## src/rtl/pcie_tx_pkg.sv

```systemverilog
// Shared definitions for the PCIe transmit path: default sizing, channel index type,
// and the bit ordering of per-channel status flags consumed by the arbiter.
package pcie_tx_pkg;

    localparam int DEFAULT_DATA_WIDTH = 6;
    localparam int DEFAULT_ADDR_WIDTH = 4;
    localparam int DEFAULT_NUM_VC     = 2;

    typedef logic [7:0] vc_idx_t;

    localparam int FLAG_FULL  = 0;
    localparam int FLAG_EMPTY = 1;
    localparam int FLAG_AF    = 2;
    localparam int FLAG_AE    = 3;
    localparam int FLAG_ERR   = 4;
    localparam int FLAG_NUM   = 5;

    typedef logic [FLAG_NUM-1:0] flags_t;

    function automatic int depth_of(input int addrWidth);
        return 1 << addrWidth;
    endfunction

endpackage

```

## src/rtl/vc_fifo_channel.sv

```systemverilog
// One virtual-channel FIFO: memory, wrapping pointers, saturating-free occupancy counter,
// combinational status flags and a sticky overflow/underflow error.
module vc_fifo_channel
    import pcie_tx_pkg::*;
#(
    parameter int DATA_WIDTH = DEFAULT_DATA_WIDTH,
    parameter int ADDR_WIDTH = DEFAULT_ADDR_WIDTH
) (
    input  logic                  clk_i,
    input  logic                  reset_i,
    input  logic                  init_i,
    input  logic                  wrEnable_i,
    input  logic                  rdEnable_i,
    input  logic [DATA_WIDTH-1:0] dataIn_i,
    input  logic [ADDR_WIDTH:0]   umbralAf_i,
    input  logic [ADDR_WIDTH:0]   umbralAe_i,
    output logic [DATA_WIDTH-1:0] dataOut_o,
    output logic                  validOut_o,
    output logic [DATA_WIDTH-1:0] headData_o,
    output logic [ADDR_WIDTH:0]   count_o,
    output logic                  full_o,
    output logic                  empty_o,
    output logic                  almostFull_o,
    output logic                  almostEmpty_o,
    output logic                  error_o
);

    localparam int DEPTH = depth_of(ADDR_WIDTH);
    localparam logic [ADDR_WIDTH:0] DEPTH_CNT = (ADDR_WIDTH+1)'(DEPTH);

    logic [DATA_WIDTH-1:0] mem_q [DEPTH];
    logic [ADDR_WIDTH-1:0] wrPtr_q, wrPtr_d, rdPtr_q, rdPtr_d;
    logic [ADDR_WIDTH:0]   count_q, count_d;
    logic [DATA_WIDTH-1:0] dataOut_q, dataOut_d;
    logic                  validOut_q, validOut_d;
    logic                  error_q, error_d;
    logic [ADDR_WIDTH:0]   afThr, afLevel;
    logic                  clear, push, pop, overflow, underflow;
    flags_t                flags;

    // Thresholds above DEPTH saturate so the almost-full level never underflows.
    always_comb begin
        flags            = '0;
        flags[FLAG_FULL] = (count_q == DEPTH_CNT);
        flags[FLAG_EMPTY]= (count_q == '0);
        afThr            = (umbralAf_i > DEPTH_CNT) ? DEPTH_CNT : umbralAf_i;
        afLevel          = DEPTH_CNT - afThr;
        flags[FLAG_AF]   = (count_q >= afLevel) & ~flags[FLAG_FULL];
        flags[FLAG_AE]   = (count_q <= umbralAe_i) & ~flags[FLAG_EMPTY];
        flags[FLAG_ERR]  = error_q;
    end

    assign clear     = reset_i | ~init_i;
    assign push      = wrEnable_i & (~flags[FLAG_FULL] | rdEnable_i);
    assign pop       = rdEnable_i & ~flags[FLAG_EMPTY];
    assign overflow  = wrEnable_i & flags[FLAG_FULL] & ~rdEnable_i;
    assign underflow = rdEnable_i & flags[FLAG_EMPTY];

    always_comb begin
        wrPtr_d    = push ? wrPtr_q + ADDR_WIDTH'(1) : wrPtr_q;
        rdPtr_d    = pop  ? rdPtr_q + ADDR_WIDTH'(1) : rdPtr_q;
        count_d    = count_q;
        case ({push, pop})
            2'b10:   count_d = count_q + (ADDR_WIDTH+1)'(1);
            2'b01:   count_d = count_q - (ADDR_WIDTH+1)'(1);
            default: count_d = count_q;
        endcase
        dataOut_d  = pop ? mem_q[rdPtr_q] : '0;
        validOut_d = pop;
        error_d    = error_q | overflow | underflow;
    end

    always_ff @(posedge clk_i) begin
        if (clear) begin
            wrPtr_q    <= '0;
            rdPtr_q    <= '0;
            count_q    <= '0;
            dataOut_q  <= '0;
            validOut_q <= 1'b0;
            error_q    <= 1'b0;
        end else begin
            wrPtr_q    <= wrPtr_d;
            rdPtr_q    <= rdPtr_d;
            count_q    <= count_d;
            dataOut_q  <= dataOut_d;
            validOut_q <= validOut_d;
            error_q    <= error_d;
        end
    end

    // Storage is deliberately left uncleared; an empty channel masks it on the head port.
    always_ff @(posedge clk_i) begin
        if (push && !clear) begin
            mem_q[wrPtr_q] <= dataIn_i;
        end
    end

    assign dataOut_o     = dataOut_q;
    assign validOut_o    = validOut_q;
    assign headData_o    = flags[FLAG_EMPTY] ? '0 : mem_q[rdPtr_q];
    assign count_o       = count_q;
    assign full_o        = flags[FLAG_FULL];
    assign empty_o       = flags[FLAG_EMPTY];
    assign almostFull_o  = flags[FLAG_AF];
    assign almostEmpty_o = flags[FLAG_AE];
    assign error_o       = flags[FLAG_ERR];

endmodule

```

## src/rtl/vc_fifo_bank.sv

```systemverilog
// Bank of NUM_VC independent virtual-channel FIFOs ahead of the transmit arbiter;
// channel k occupies slice k of every flattened bus.
module vc_fifo_bank
    import pcie_tx_pkg::*;
#(
    parameter int DATA_WIDTH = DEFAULT_DATA_WIDTH,
    parameter int ADDR_WIDTH = DEFAULT_ADDR_WIDTH,
    parameter int NUM_VC     = DEFAULT_NUM_VC
) (
    input  logic                             clk,
    input  logic                             reset,
    input  logic                             init,
    input  logic [NUM_VC-1:0]                wr_enable,
    input  logic [NUM_VC-1:0]                rd_enable,
    input  logic [NUM_VC*DATA_WIDTH-1:0]     data_in,
    input  logic [NUM_VC*(ADDR_WIDTH+1)-1:0] umbral_af,
    input  logic [NUM_VC*(ADDR_WIDTH+1)-1:0] umbral_ae,
    output logic [NUM_VC*DATA_WIDTH-1:0]     data_out,
    output logic [NUM_VC-1:0]                valid_out,
    output logic [NUM_VC*DATA_WIDTH-1:0]     head_data,
    output logic [NUM_VC*(ADDR_WIDTH+1)-1:0] count,
    output logic [NUM_VC-1:0]                full,
    output logic [NUM_VC-1:0]                empty,
    output logic [NUM_VC-1:0]                almost_full,
    output logic [NUM_VC-1:0]                almost_empty,
    output logic [NUM_VC-1:0]                error
);

    localparam int CW = ADDR_WIDTH + 1;

    for (genvar k = 0; k < NUM_VC; k++) begin : g_vc
        vc_fifo_channel #(
            .DATA_WIDTH(DATA_WIDTH),
            .ADDR_WIDTH(ADDR_WIDTH)
        ) u_channel (
            .clk_i        (clk),
            .reset_i      (reset),
            .init_i       (init),
            .wrEnable_i   (wr_enable[k]),
            .rdEnable_i   (rd_enable[k]),
            .dataIn_i     (data_in[k*DATA_WIDTH +: DATA_WIDTH]),
            .umbralAf_i   (umbral_af[k*CW +: CW]),
            .umbralAe_i   (umbral_ae[k*CW +: CW]),
            .dataOut_o    (data_out[k*DATA_WIDTH +: DATA_WIDTH]),
            .validOut_o   (valid_out[k]),
            .headData_o   (head_data[k*DATA_WIDTH +: DATA_WIDTH]),
            .count_o      (count[k*CW +: CW]),
            .full_o       (full[k]),
            .empty_o      (empty[k]),
            .almostFull_o (almost_full[k]),
            .almostEmpty_o(almost_empty[k]),
            .error_o      (error[k])
        );
    end

endmodule

```

## config.mk

```make
export PLATFORM = sky130hd
export DESIGN_NAME = vc_fifo_bank
export DESIGN_NICKNAME = d
export VERILOG_FILES = /design/src/rtl/pcie_tx_pkg.sv /design/src/rtl/vc_fifo_channel.sv /design/src/rtl/vc_fifo_bank.sv
export SDC_FILE = /design/constraint.sdc
export NUM_CORES = 1
export LEC_CHECK = 0
export BUFFER_PORTS_ARGS = -buffer_cell sky130_fd_sc_hd__buf_2
export CORE_MARGIN = 2
export CORE_UTILIZATION = 64
export DETAILED_ROUTE_END_ITERATION = 8
export HOLD_SLACK_MARGIN = 0.1
export PLACE_DENSITY = 0.86
export SETUP_SLACK_MARGIN = 0.1
export SLEW_MARGIN = 20
export SYNTH_ARGS = -nofsm -noshare
export SYNTH_HDL_FRONTEND = slang
export SYNTH_SLANG_ARGS = --single-unit
```

## constraint.sdc

```tcl
create_clock -name clk -period 8.32 [get_ports clk]
set_input_delay 1.664 -clock clk [delete_from_list [all_inputs] [get_ports clk]]
set_output_delay 1.664 -clock clk [all_outputs]
set_load 0.03 [all_outputs]
```

==> metrics.yaml <==
gr-total-overflow: 0
syn2layout_area_growth_pct: 12.8
synth_xor_area_share_pct: 1.19
cts_tree: "yes"
grt_max_degree: 33
cp-end-kind: "output pin"
yosys.area_share.simple_pct: 7.71
peakVddDrop_mv: 0.178
cp_cell_sequence: "buf_2, or3_1, xor2_1, nand2b_1, ha_1, a21o_1, a21oi_1, a21oi_1, buf_2"
grt_pass1_vias: 6170
slew_viol_final: 0
cp-start-kind: "input port"
status: "complete, no violations"
wl_per_cell_um: 22.3
drt_iter0_markers: 523
root_buffer: "clkbuf_16"
clock_sinks: 242
finalClockSkew_ps: 15.2
grt_usage_pct: 25.7
rows: 46
final_cell_mix: "edfxtp_1, buf_2, nor2_1"
hpwl_um: 13800
layout_commonest_cell: "edfxtp_1"
antenna_cells: 0
hold_class: "reg2reg"
ys_warn_count: 0
synthArstFlopShare_pct: 0
drcViolationCount: 0
worst_path_largest_cell_delay_ps: 410
synth_nets: 737
synth_top_family_by_area: "multiplexers"
whs_ps: 476
cts_resized: 0
synthMuxAreaShare_pct: 14.6
rr_worst_depth: 9
slowest_stage: "or3_1"
ff2ff_setup_slack_ps: 5110
synth_cell_types: 46
die_h_um: 131
io_pins: 85
syn-cell-area_mm2: 0.0103
min_to: "g_vc[0].u_channel.error_o"
timing.rr.end: "g_vc[0].u_channel.count_o[4]"
ys_seq_elements: 242
clock.fmax_ghz: 0.201
final_nets: 811
power_leakage_nw: 4.18
synthAdderAreaFrac_pct: 4.74
critPathMaxFanout: 4
setup_viol: 0
cts.clk_slew.worst_paths_ps: 50
htreeDepth: 1
insertion_delay_ps: 510
core_area_mm2: 0.0158
tns_ps: 0
gp_congestion: 0.814
worst_r2r_startpoint: "g_vc[0].u_channel.count_o[0]"
fin_crit_sh_pct: 59.8
synthCells: 660
clockBufferDepth: 3
tightest_slew_ps: 1020
cp.arrival_ps: 3310
synth_compound_area_share_pct: 3.18
via_per_inst: 6.18
grt_first_pass_wirelength_um: 34300
min_from: "g_vc[0].u_channel.error_o"
drive_gt1_share_pct: 25.7
final-hold-violation-count: 0
nFillCells: 906
drt_first_pass_iters: 6
ant_nets: 0
yosys_most_used_dff: "edfxtp_1"
p_per_area_mw_per_mm2: 220
synth_edf_count: 192
portBuffers: 84
post_cts_buffers: 0
maxCapViolCount: 0
min_delay_path_depth: 2
die_area_mm2: 0.0172
relSlewSlack_pct: 31.2
initial_core_util_pct: 65.4
vias: 5978
die_x_um: 131
worstPathRequired_ps: 6660
critPathKind: "in2out"
numCtsBuffers: 25
cts_hold_buf: 0
syn_avg_cell_area_um2: 15.7
ys_seq_area_share_pct: 65.4
grt_setup_unrepaired: "no"
layout_min_cycle_time_ps: 4970
antenna_found_initial: 0
wirelength_um: 21600
==> kinds of logic (layout without fill, tap and decap cells) <==
kind of cell | count (synthesis) | after routing
flip-flops | 242 | 242
AND/OR/NAND/NOR | 161 | 161
multiplexers | 89 | 89
buffers and inverters | 68 | 160
AO/OA/AOI/OAI | 48 | 48
adder cells (fa/ha/maj) | 38 | 38
XOR/XNOR | 14 | 14
==> worst max-delay path, delay by kind of cell <==
| family | cells | cell delay (ps) |
|---|---|---|
| AOI/OAI and AO/OA | 3 | 370 |
| xor gates and xnor gates | 1 | 160 |
| adders and majority gates | 1 | 310 |
| buffers and inverters | 2 | 310 |
| and+or+nand+nor | 2 | 500 |
==> power by group <==
part           switching, mW  leakage (nW)  internal (mW)
registers            0.00668          2.13           1.31
logic                 0.0909          1.64         0.0433
clock network          0.440         0.404          0.673
total                  0.538          4.18           2.03
==> state kept, by name (all words and copies together), names as in the netlist, named ones only <==
signal,flops
g_vc.u_channel.rdPtr_q,8
g_vc.u_channel.count_o,10
g_vc.u_channel.wrPtr_q,8
g_vc.u_channel.error_o,2
g_vc.u_channel.mem_q,192
g_vc.u_channel.validOut_o,2
g_vc.u_channel.dataOut_o,12
==> metrics by stage <==
step	utilization (%)	instance area [µm²]	worst slack, ps	total power, mW	instances
6_report	73.7	11700	3350	2.56	968
5_1_grt	73.7	11700	3220	2.63	968
4_1_cts	73.7	11700	3340	2.57	968
3_5_place_dp	68.5	10800	3340	1.47	923
3_3_place_gp	68.5	10800	3400	1.47	923
2_1_floorplan	-	10300	3580	1.43	660
==> Yosys cell counts, types with 11 or more instances <==
cell      instances  share of area [%]
ha_1             36                4.4
edfxtp_1        192                 56
inv_1            27               0.98
and2_1           15               0.91
nand2_1          15               0.54
xor2_1           11               0.93
dfxtp_1          50                9.7
buf_4            16                1.2
mux4_2           48                 10
nand2b_1         11               0.67
nor2_1           67                2.4
mux2_2           12                1.3
mux2i_1          29                2.8
nand3_1          16               0.77
a21oi_1          14               0.68
==> worst max-delay path by stage <==
stage | startpoint | to | slack (ps) | cells after the start
3_3_place_gp | umbral_af[0] | almost_full[0] | 3400 | 7
6_report | umbral_af[0] | almost_full[0] | 3350 | 9
2_1_floorplan | umbral_af[0] | almost_full[0] | 3580 | 6
4_1_cts | umbral_af[0] | almost_full[0] | 3340 | 9
3_5_place_dp | umbral_af[0] | almost_full[0] | 3340 | 9
5_1_grt | umbral_af[0] | almost_full[0] | 3220 | 9
==> area by class of cell <==
class                      count  area [µm²]  share of cell area (%)
sequential                   242        6770                    58.0
timing repair buffer          88         450                    3.86
tap                          216         270                    2.32
multi-input combinational    350        3260                    27.9
inverter                      27         101                   0.869
clock inverter                10         126                    1.08
clock buffer                  35         693                    5.94
==> per-layer routing <==
| layer | part of all wire [%] | routed length [µm] | up-vias | GRT usage, % |
|---|---|---|---|---|
| met5 | 0 | 0 | - | 0 |
| met4 | 2.2 | 478 | 0 | 7.43 |
| met3 | 6.8 | 1460 | 37 | 3.40 |
| met2 | 51 | 10900 | 258 | 43.5 |
| met1 | 40 | 8720 | 3037 | 35.6 |
| li1 | - | - | 2646 | - |
Power figures use the tool's default switching activity.
